`config.mk`:
```
export PLATFORM = sky130hd
export DESIGN_NAME = mmio_io_ctrl_flat
export DESIGN_NICKNAME = d
export VERILOG_FILES = /design/src/rtl/mmio_io_ctrl_if.sv /design/src/rtl/mmio_io_ctrl.sv /design/src/flat_wrapper.sv
export SDC_FILE = /design/constraint.sdc
export NUM_CORES = 1
export LEC_CHECK = 0
export ABC_CLOCK_PERIOD_IN_PS = 2250
export BUFFER_PORTS_ARGS = -buffer_cell sky130_fd_sc_hd__buf_2
export CAP_MARGIN = 20
export CORE_MARGIN = 1.5
export CORE_UTILIZATION = 37
export DETAILED_ROUTE_END_ITERATION = 12
export HOLD_SLACK_MARGIN = 0.1
export PLACE_DENSITY = 0.54
export RECOVER_POWER = 25
export SLEW_MARGIN = 20
export SYNTH_ARGS = -nofsm -noshare
export SYNTH_HDL_FRONTEND = slang
export SYNTH_SLANG_ARGS = --single-unit
```
`constraint.sdc`:
```
create_clock -name clk -period 2.25 [get_ports clk]
set_input_delay 0.45 -clock clk [delete_from_list [all_inputs] [get_ports clk]]
set_output_delay 0.45 -clock clk [all_outputs]
set_load 0.01 [all_outputs]
```
`src/rtl/mmio_io_ctrl_if.sv`:
```
// ---------------------------------------------------------------------------
// mmio_io_ctrl_if
//   Load/store bus between the core's execute stage and the MMIO controller.
//   master : core side (drives address, store data, byte enables, load strobe)
//   slave  : controller side (returns registered load data)
//   addr   : byte address from the ALU
//   wdata  : store data
//   we     : byte write enables, any bit set marks a write
//   re     : load strobe
//   rdata  : load data, valid the cycle after re
// ---------------------------------------------------------------------------
interface mmio_io_ctrl_if;
  logic [31:0] addr;
  logic [31:0] wdata;
  logic [3:0]  we;
  logic        re;
  logic [31:0] rdata;

  modport master (output addr, output wdata, output we, output re, input rdata);
  modport slave  (input addr, input wdata, input we, input re, output rdata);
endinterface

```
`src/rtl/mmio_io_ctrl.sv`:
```
// ---------------------------------------------------------------------------
// mmio_io_ctrl
//   MMIO controller between the core and the on-chip UART. Decodes a 256-byte
//   window at BASE_ADDR and exposes status, RX/TX FIFOs, cycle and
//   retired-instruction counters. Loads return data one cycle after re,
//   matching the synchronous memories (request in execute, data in writeback).
// Ports
//   clk             : single rising-edge clock
//   rst             : asynchronous active-low reset
//   bus             : load/store bus (slave side)
//   inst_retired_i  : one pulse per retired instruction
//   uart_tx_data_o  : head byte of the TX FIFO
//   uart_tx_valid_o : TX FIFO not empty
//   uart_tx_ready_i : UART accepts the byte this cycle
//   uart_rx_data_i  : byte from the UART receiver
//   uart_rx_valid_i : UART offers a byte
//   uart_rx_ready_o : RX FIFO not full
// ---------------------------------------------------------------------------
module mmio_io_ctrl #(
  parameter logic [31:0] BASE_ADDR = 32'h8000_0000,
  parameter int          RX_DEPTH  = 8,
  parameter int          TX_DEPTH  = 8,
  parameter int          CNT_WIDTH = 32
) (
  input  logic                 clk,
  input  logic                 rst,
  mmio_io_ctrl_if.slave        bus,
  input  logic                 inst_retired_i,
  output logic [7:0]           uart_tx_data_o,
  output logic                 uart_tx_valid_o,
  input  logic                 uart_tx_ready_i,
  input  logic [7:0]           uart_rx_data_i,
  input  logic                 uart_rx_valid_i,
  output logic                 uart_rx_ready_o
);

  localparam int RX_AW = $clog2(RX_DEPTH);
  localparam int RX_CW = RX_AW + 1;
  localparam int TX_AW = $clog2(TX_DEPTH);
  localparam int TX_CW = TX_AW + 1;

  // Word offsets (addr[7:2]) of the register map.
  localparam logic [5:0] OFF_STATUS  = 6'h00;
  localparam logic [5:0] OFF_RX_DATA = 6'h01;
  localparam logic [5:0] OFF_TX_DATA = 6'h02;
  localparam logic [5:0] OFF_CYCLE   = 6'h04;
  localparam logic [5:0] OFF_INSTRET = 6'h05;
  localparam logic [5:0] OFF_CNT_RST = 6'h06;
  localparam logic [5:0] OFF_LEVELS  = 6'h07;

  // State
  logic [7:0]           tx_mem [TX_DEPTH];
  logic [7:0]           rx_mem [RX_DEPTH];
  logic [TX_AW-1:0]     tx_wr_ptr_q, tx_rd_ptr_q;
  logic [RX_AW-1:0]     rx_wr_ptr_q, rx_rd_ptr_q;
  logic [TX_CW-1:0]     tx_cnt_q;
  logic [RX_CW-1:0]     rx_cnt_q;
  logic                 tx_ovf_q;
  logic [CNT_WIDTH-1:0] cycle_q, instret_q;
  logic [31:0]          rdata_q, rdata_d;

  // Decode
  logic       in_win, wr_en, rd_en;
  logic [5:0] off;
  assign in_win = (bus.addr[31:8] == BASE_ADDR[31:8]);
  assign off    = bus.addr[7:2];
  assign wr_en  = in_win && (bus.we != 4'b0000);
  // A write wins over a simultaneous read: the read is dropped entirely, so
  // it neither returns data nor pops the RX FIFO.
  assign rd_en  = in_win && bus.re && !wr_en;

  // FIFO control
  logic tx_full, tx_empty, rx_full, rx_empty;
  logic tx_push_req, tx_push, tx_pop, rx_push, rx_pop;
  logic cnt_clr, ovf_clr;

  assign tx_full     = (tx_cnt_q == TX_CW'(TX_DEPTH));
  assign tx_empty    = (tx_cnt_q == '0);
  assign rx_full     = (rx_cnt_q == RX_CW'(RX_DEPTH));
  assign rx_empty    = (rx_cnt_q == '0);

  // Fullness is judged on the registered count, so a push into a full FIFO
  // is dropped even if the UART drains an entry on the same edge.
  assign tx_push_req = wr_en && (off == OFF_TX_DATA) && bus.we[0];
  assign tx_push     = tx_push_req && !tx_full;
  assign tx_pop      = !tx_empty && uart_tx_ready_i;
  assign rx_push     = uart_rx_valid_i && !rx_full;
  assign rx_pop      = rd_en && (off == OFF_RX_DATA) && !rx_empty;
  assign cnt_clr     = wr_en && (off == OFF_CNT_RST);
  assign ovf_clr     = wr_en && (off == OFF_STATUS) && bus.wdata[2];

  // Read mux
  logic [7:0] tx_lvl, rx_lvl;
  assign tx_lvl = 8'(tx_cnt_q);
  assign rx_lvl = 8'(rx_cnt_q);

  // NOTE: every signal assigned in always_comb gets a default first, so no
  // path leaves it unassigned and no latch is inferred.
  always_comb begin
    rdata_d = '0;
    if (rd_en) begin
      case (off)
        OFF_STATUS:  rdata_d = {29'b0, tx_ovf_q, !rx_empty, !tx_full};
        OFF_RX_DATA: rdata_d = rx_empty ? 32'h0 : {24'b0, rx_mem[rx_rd_ptr_q]};
        OFF_CYCLE:   rdata_d = 32'(cycle_q);
        OFF_INSTRET: rdata_d = 32'(instret_q);
        OFF_LEVELS:  rdata_d = {8'b0, tx_lvl, 8'b0, rx_lvl};
        default:     rdata_d = '0;
      endcase
    end
  end

  // NOTE: the FIFO storage arrays are deliberately not reset; the pointers
  // and counts are, which makes stale contents unreachable and keeps the
  // arrays mappable onto plain RAM.
  always_ff @(posedge clk) begin
    if (tx_push) tx_mem[tx_wr_ptr_q] <= bus.wdata[7:0];
    if (rx_push) rx_mem[rx_wr_ptr_q] <= uart_rx_data_i;
  end

  // NOTE: sequential state uses non-blocking assignments only, so every
  // register sees the pre-edge value of every other register.
  always_ff @(posedge clk or negedge rst) begin
    if (!rst) begin
      tx_wr_ptr_q <= '0;
      tx_rd_ptr_q <= '0;
      tx_cnt_q    <= '0;
      rx_wr_ptr_q <= '0;
      rx_rd_ptr_q <= '0;
      rx_cnt_q    <= '0;
      tx_ovf_q    <= 1'b0;
      cycle_q     <= '0;
      instret_q   <= '0;
      rdata_q     <= '0;
    end else begin
      if (tx_push) tx_wr_ptr_q <= tx_wr_ptr_q + TX_AW'(1);
      if (tx_pop)  tx_rd_ptr_q <= tx_rd_ptr_q + TX_AW'(1);
      tx_cnt_q <= tx_cnt_q + TX_CW'(tx_push) - TX_CW'(tx_pop);

      if (rx_push) rx_wr_ptr_q <= rx_wr_ptr_q + RX_AW'(1);
      if (rx_pop)  rx_rd_ptr_q <= rx_rd_ptr_q + RX_AW'(1);
      rx_cnt_q <= rx_cnt_q + RX_CW'(rx_push) - RX_CW'(rx_pop);

      if (tx_push_req && tx_full) tx_ovf_q <= 1'b1;
      else if (ovf_clr)           tx_ovf_q <= 1'b0;

      // Clear dominates a same-cycle increment.
      cycle_q   <= cnt_clr ? '0 : cycle_q + CNT_WIDTH'(1);
      instret_q <= cnt_clr ? '0 : instret_q + CNT_WIDTH'(inst_retired_i);

      rdata_q <= rdata_d;
    end
  end

  assign bus.rdata       = rdata_q;
  assign uart_tx_data_o  = tx_mem[tx_rd_ptr_q];
  assign uart_tx_valid_o = !tx_empty;
  assign uart_rx_ready_o = !rx_full;

  // Address byte-lane bits and upper store data have no function here.
  logic unused_bits;
  assign unused_bits = ^{bus.wdata[31:8], bus.addr[1:0]};

endmodule

```
`src/flat_wrapper.sv`:
```
// flat-port wrapper written by rule: the top's interface ports become plain ports
module mmio_io_ctrl_flat 
#(
  parameter logic [31:0] BASE_ADDR = 32'h8000_0000,
  parameter int          RX_DEPTH  = 8,
  parameter int          TX_DEPTH  = 8,
  parameter int          CNT_WIDTH = 32
)
  (clk, rst, inst_retired_i, uart_tx_data_o, uart_tx_valid_o, uart_tx_ready_i, uart_rx_data_i, uart_rx_valid_i, uart_rx_ready_o, bus_addr, bus_wdata, bus_we, bus_re, bus_rdata);
  mmio_io_ctrl_if bus_i ();
  input  logic clk;
  input  logic rst;
  input  logic inst_retired_i;
  output logic [7:0] uart_tx_data_o;
  output logic uart_tx_valid_o;
  input  logic uart_tx_ready_i;
  input  logic [7:0] uart_rx_data_i;
  input  logic uart_rx_valid_i;
  output logic uart_rx_ready_o;
  input wire logic [$bits(bus_i.addr)-1:0] bus_addr;
  input wire logic [$bits(bus_i.wdata)-1:0] bus_wdata;
  input wire logic [$bits(bus_i.we)-1:0] bus_we;
  input wire logic [$bits(bus_i.re)-1:0] bus_re;
  output wire logic [$bits(bus_i.rdata)-1:0] bus_rdata;
  assign bus_i.addr = bus_addr;
  assign bus_i.wdata = bus_wdata;
  assign bus_i.we = bus_we;
  assign bus_i.re = bus_re;
  assign bus_rdata = bus_i.rdata;
  mmio_io_ctrl #(.BASE_ADDR(BASE_ADDR), .RX_DEPTH(RX_DEPTH), .TX_DEPTH(TX_DEPTH), .CNT_WIDTH(CNT_WIDTH)) u_core (.clk(clk), .rst(rst), .bus(bus_i), .inst_retired_i(inst_retired_i), .uart_tx_data_o(uart_tx_data_o), .uart_tx_valid_o(uart_tx_valid_o), .uart_tx_ready_i(uart_tx_ready_i), .uart_rx_data_i(uart_rx_data_i), .uart_rx_valid_i(uart_rx_valid_i), .uart_rx_ready_o(uart_rx_ready_o));
endmodule
```
==> summary.txt <==
Drt
  • Via/cell ratio: 4.91
  • DRT Pass-1 Iters: 5
  • Total number of vias: 6601
  • Detailed-route wire length per cell: 17.6 um
  • Drt drc: 0
  • Detailed Route WL: 23.7 mm
  • 1st-iter DRT viols: 367
  • Routed Antenna Nets: 0

Floorplan
  • Io pins: 124
  • Initial Utilization: 0.377
  • Die X: 174 um
  • Die H: 174 um
  • Core area: 28800 um^2
  • Placement row count: 62
  • Full die area: 30300 um^2

Worst setup path
  • CP Capture Type: output port
  • Crit. Startpoint: u_core.tx_rd_ptr_q[0]$_DFFE_PN0P_
  • FF-to-FF Start: u_core.tx_cnt_q[3]$_DFF_PN0_
  • Worst Setup Start Kind: flop
  • R2R setup slack: 0.13 ns
  • Worst endpoint data arrival time: 2.03 ns
  • Required time of the critical path: 1.80 ns
  • Max FO, Critical Path: 17
  • Reg2reg end: u_core.tx_cnt_q[1]$_DFF_PN0_
  • Reg2reg path depth: 11
  • Crit path kind: reg2out

Clock tree
  • Total CTS buffers: 27
  • CTS clk-pin slew, worst paths: 0.06 ns
  • CTS sink cnt: 245
  • Clk_lat worst skew: 0.54 ns
  • Longest Clk Path Bufs: 3
  • Root Buffer: clkbuf_16
  • CTS tree: yes
  • H-tree depth: 1

STA
  • Fin worst setup slack: -0.233 ns
  • Final period utilization: 1.10
  • Max-slew violations: 0
  • Minimum clock period: 2.48 ns
  • Setup-failing EPs final: 8
  • Hold slack: 0.216 ns
  • RSZ-0062 raised after global routing: yes
  • Skew final: 0.0256 ns
  • Max Freq: 403 MHz
  • Hold Fails Final Rpt: 0
  • Max-slew headroom: 0.415
  • Tightest Pin Transition: 0.877 ns

Run status
  • Status: finished, violations left
  • Failing checks: negative setup slack

Worst hold path
  • Worst Hold End: u_core.tx_ovf_q$_DFFE_PN0P_
  • Hold Path Class: in2reg
  • Hold Startpoint: bus_addr[4]
  • Hold depth: 4

Final layout
  • # nets final: 1041
  • P&R area growth vs syn: 24.9%
  • Commonest non-fill, non-tap cell in the layout: edfxtp_1
  • Register area: 6770 um^2
  • Multi-input gate area: 3920 um^2
  • Filler instances: 2561
  • Share of cells above drive strength 1: 0.313
  • Most frequent cells in the layout: edfxtp_1 (128), dfrtp_1 (117), nor2_1 (100), buf_2 (72), buf_4 (54)

Synth
  • Post-synthesis sequential element count: 245
  • Post-synth cell types: 60
  • Fraction of registers with async set/reset: 0.478
  • Cells after Synth: 771
  • Post-synth EDFFs: 128
  • Net Count, Synth: 874
  • Post-Syn Area: 10800 um^2
  • Top FF cell, synth: edfxtp_1
  • Synth warnings: 0
  • Avg Cell Area, Syn: 14.1 um^2
  • Register area share after synthesis: 0.625

Global route
  • Initial antenna violation count: 1
  • Pin count of the biggest net entering global routing: 51
  • GRT Residual Overflow: 0
  • Vias in the first global route: 6737
  • GRT Total Usage: 0.159
  • Global-route wire length before repair: 37.5 mm

Power
  • PwrDens: 925 nW/um^2
  • Max VDD drop: 783 uV
  • Pleak: 5.54 nW

Flow run
  • Max Cap Viol: 0

Placed design
  • DP Worst Slack: -0.366 ns
  • DPL Wire Length: 16.2 mm
  • PortBufs: 97
  • GPL Wtd Cong: 0.744
-- state kept, by name, summed over array words and instances (netlist names) --
name and cells:
u_core.cycle_q 32, u_core.instret_q 32, u_core.tx_wr_ptr_q 3, u_core.rx_cnt_q 4, u_core.rx_mem 64, u_core.rx_rd_ptr_q 3, u_core.tx_cnt_q 4, u_core.tx_rd_ptr_q 3
u_core.tx_mem 64, u_core.bus.rdata 32, u_core.tx_ovf_q 1, u_core.rx_wr_ptr_q 3
-- critical path: stages (launching register included) --
cell and delay (ns):
dfrtp_1 0.37, buf_12 0.19, mux4_2 0.52, mux2_4 0.29, buf_6 0.12
-- where the power goes --
group	switching (W)	internal, W
clock	0.00185	0.00299
sequential	0.000283	0.00512
combinational	0.00106	0.00122
total	0.00319	0.00933
-- metal layers --
metal  track usage  vias up  part of all wire
met4        0.0406        0             0.023
li1              -     3151                 -
met5             0        -                 0
met2         0.250      138              0.46
met3        0.0249       34             0.044
met1         0.230     3278              0.47
-- cells in the mapped netlist (2+ instances only) --
cell type / count / share of area
a21o_1: 2 / 0.0014
a21oi_1: 7 / 0.0032
a222oi_1: 2 / 0.0018
a22oi_1: 4 / 0.0028
a31oi_1: 3 / 0.0017
and2_1: 10 / 0.0058
and3_1: 6 / 0.0035
and4_1: 5 / 0.0040
buf_1: 2 / 0.00069
buf_2: 11 / 0.0051
buf_4: 7 / 0.0048
clkbuf_1: 9 / 0.0031
dfrtp_1: 117 / 0.27
edfxtp_1: 128 / 0.35
fa_1: 2 / 0.0037
ha_1: 19 / 0.022
inv_1: 23 / 0.0080
mux2_2: 18 / 0.019
mux2i_1: 36 / 0.033
mux4_2: 32 / 0.066
nand2_1: 33 / 0.011
nand2_2: 2 / 0.0012
nand2b_1: 5 / 0.0029
nand3_1: 30 / 0.014
nand4_1: 23 / 0.013
nor2_1: 106 / 0.037
nor2b_1: 4 / 0.0023
nor3_1: 10 / 0.0046
nor3_2: 2 / 0.0018
nor4_1: 7 / 0.0040
nor4_2: 4 / 0.0046
nor4_4: 5 / 0.0098
o21ai_0: 3 / 0.0014
o22ai_1: 4 / 0.0023
xnor2_1: 21 / 0.017
xor2_1: 45 / 0.036
-- timing repair --
item                                   4_1_cts  5_1_grt
endpoints found under the hold margin       29        0
setup endpoints to repair                    8       75
resized for setup                           10        6
hold buffers                                 1        0
setup buffers                                1        1
pin swaps                                    0        2
-- stage by stage --
step	total power [W]	util	instances	cell area (um^2)	TNS, ns
finish	0.0125	0.471	1344	13500	-1.72
global route	0.0131	0.470	1343	13500	-2.33
detailed placement	0.00759	0.433	1290	12500	-25.97
floorplan	0.00684	-	771	10900	-0.407
global placement	0.00755	0.433	1290	12500	-28.47
CTS	0.0127	0.470	1342	13500	-2.07
-- cell type report --
class / instances / area share
sequential: 245 / 0.500
multi-input combinational: 471 / 0.289
timing repair buffer: 169 / 0.0939
clock buffer: 33 / 0.0586
tap: 384 / 0.0355
clock inverter: 17 / 0.0154
inverter: 24 / 0.00702
antenna: 1 / 0.000185
-- worst max path at each step --
stage	to	slack (ns)
2_1_floorplan	u_core.rx_cnt_q[1]$_DFF_PN0_	-0.13
3_3_place_gp	u_core.rx_cnt_q[3]$_DFF_PN0_	-0.36
3_5_place_dp	u_core.rx_cnt_q[1]$_DFF_PN0_	-0.37
4_1_cts	uart_tx_data_o[2]	-0.27
5_1_grt	uart_tx_data_o[6]	-0.31
6_report	uart_tx_data_o[2]	-0.23
-- cell families after synthesis --
family / Yosys count / share of synthesized area
fa+ha+maj: 21 / 0.0256
compound gates: 29 / 0.0177
simple gates: 267 / 0.134
buf+inv: 55 / 0.0237
mux: 88 / 0.121
flops: 245 / 0.625
xor+xnor: 66 / 0.0533
No activity file was read; power rests on OpenSTA's default activity.
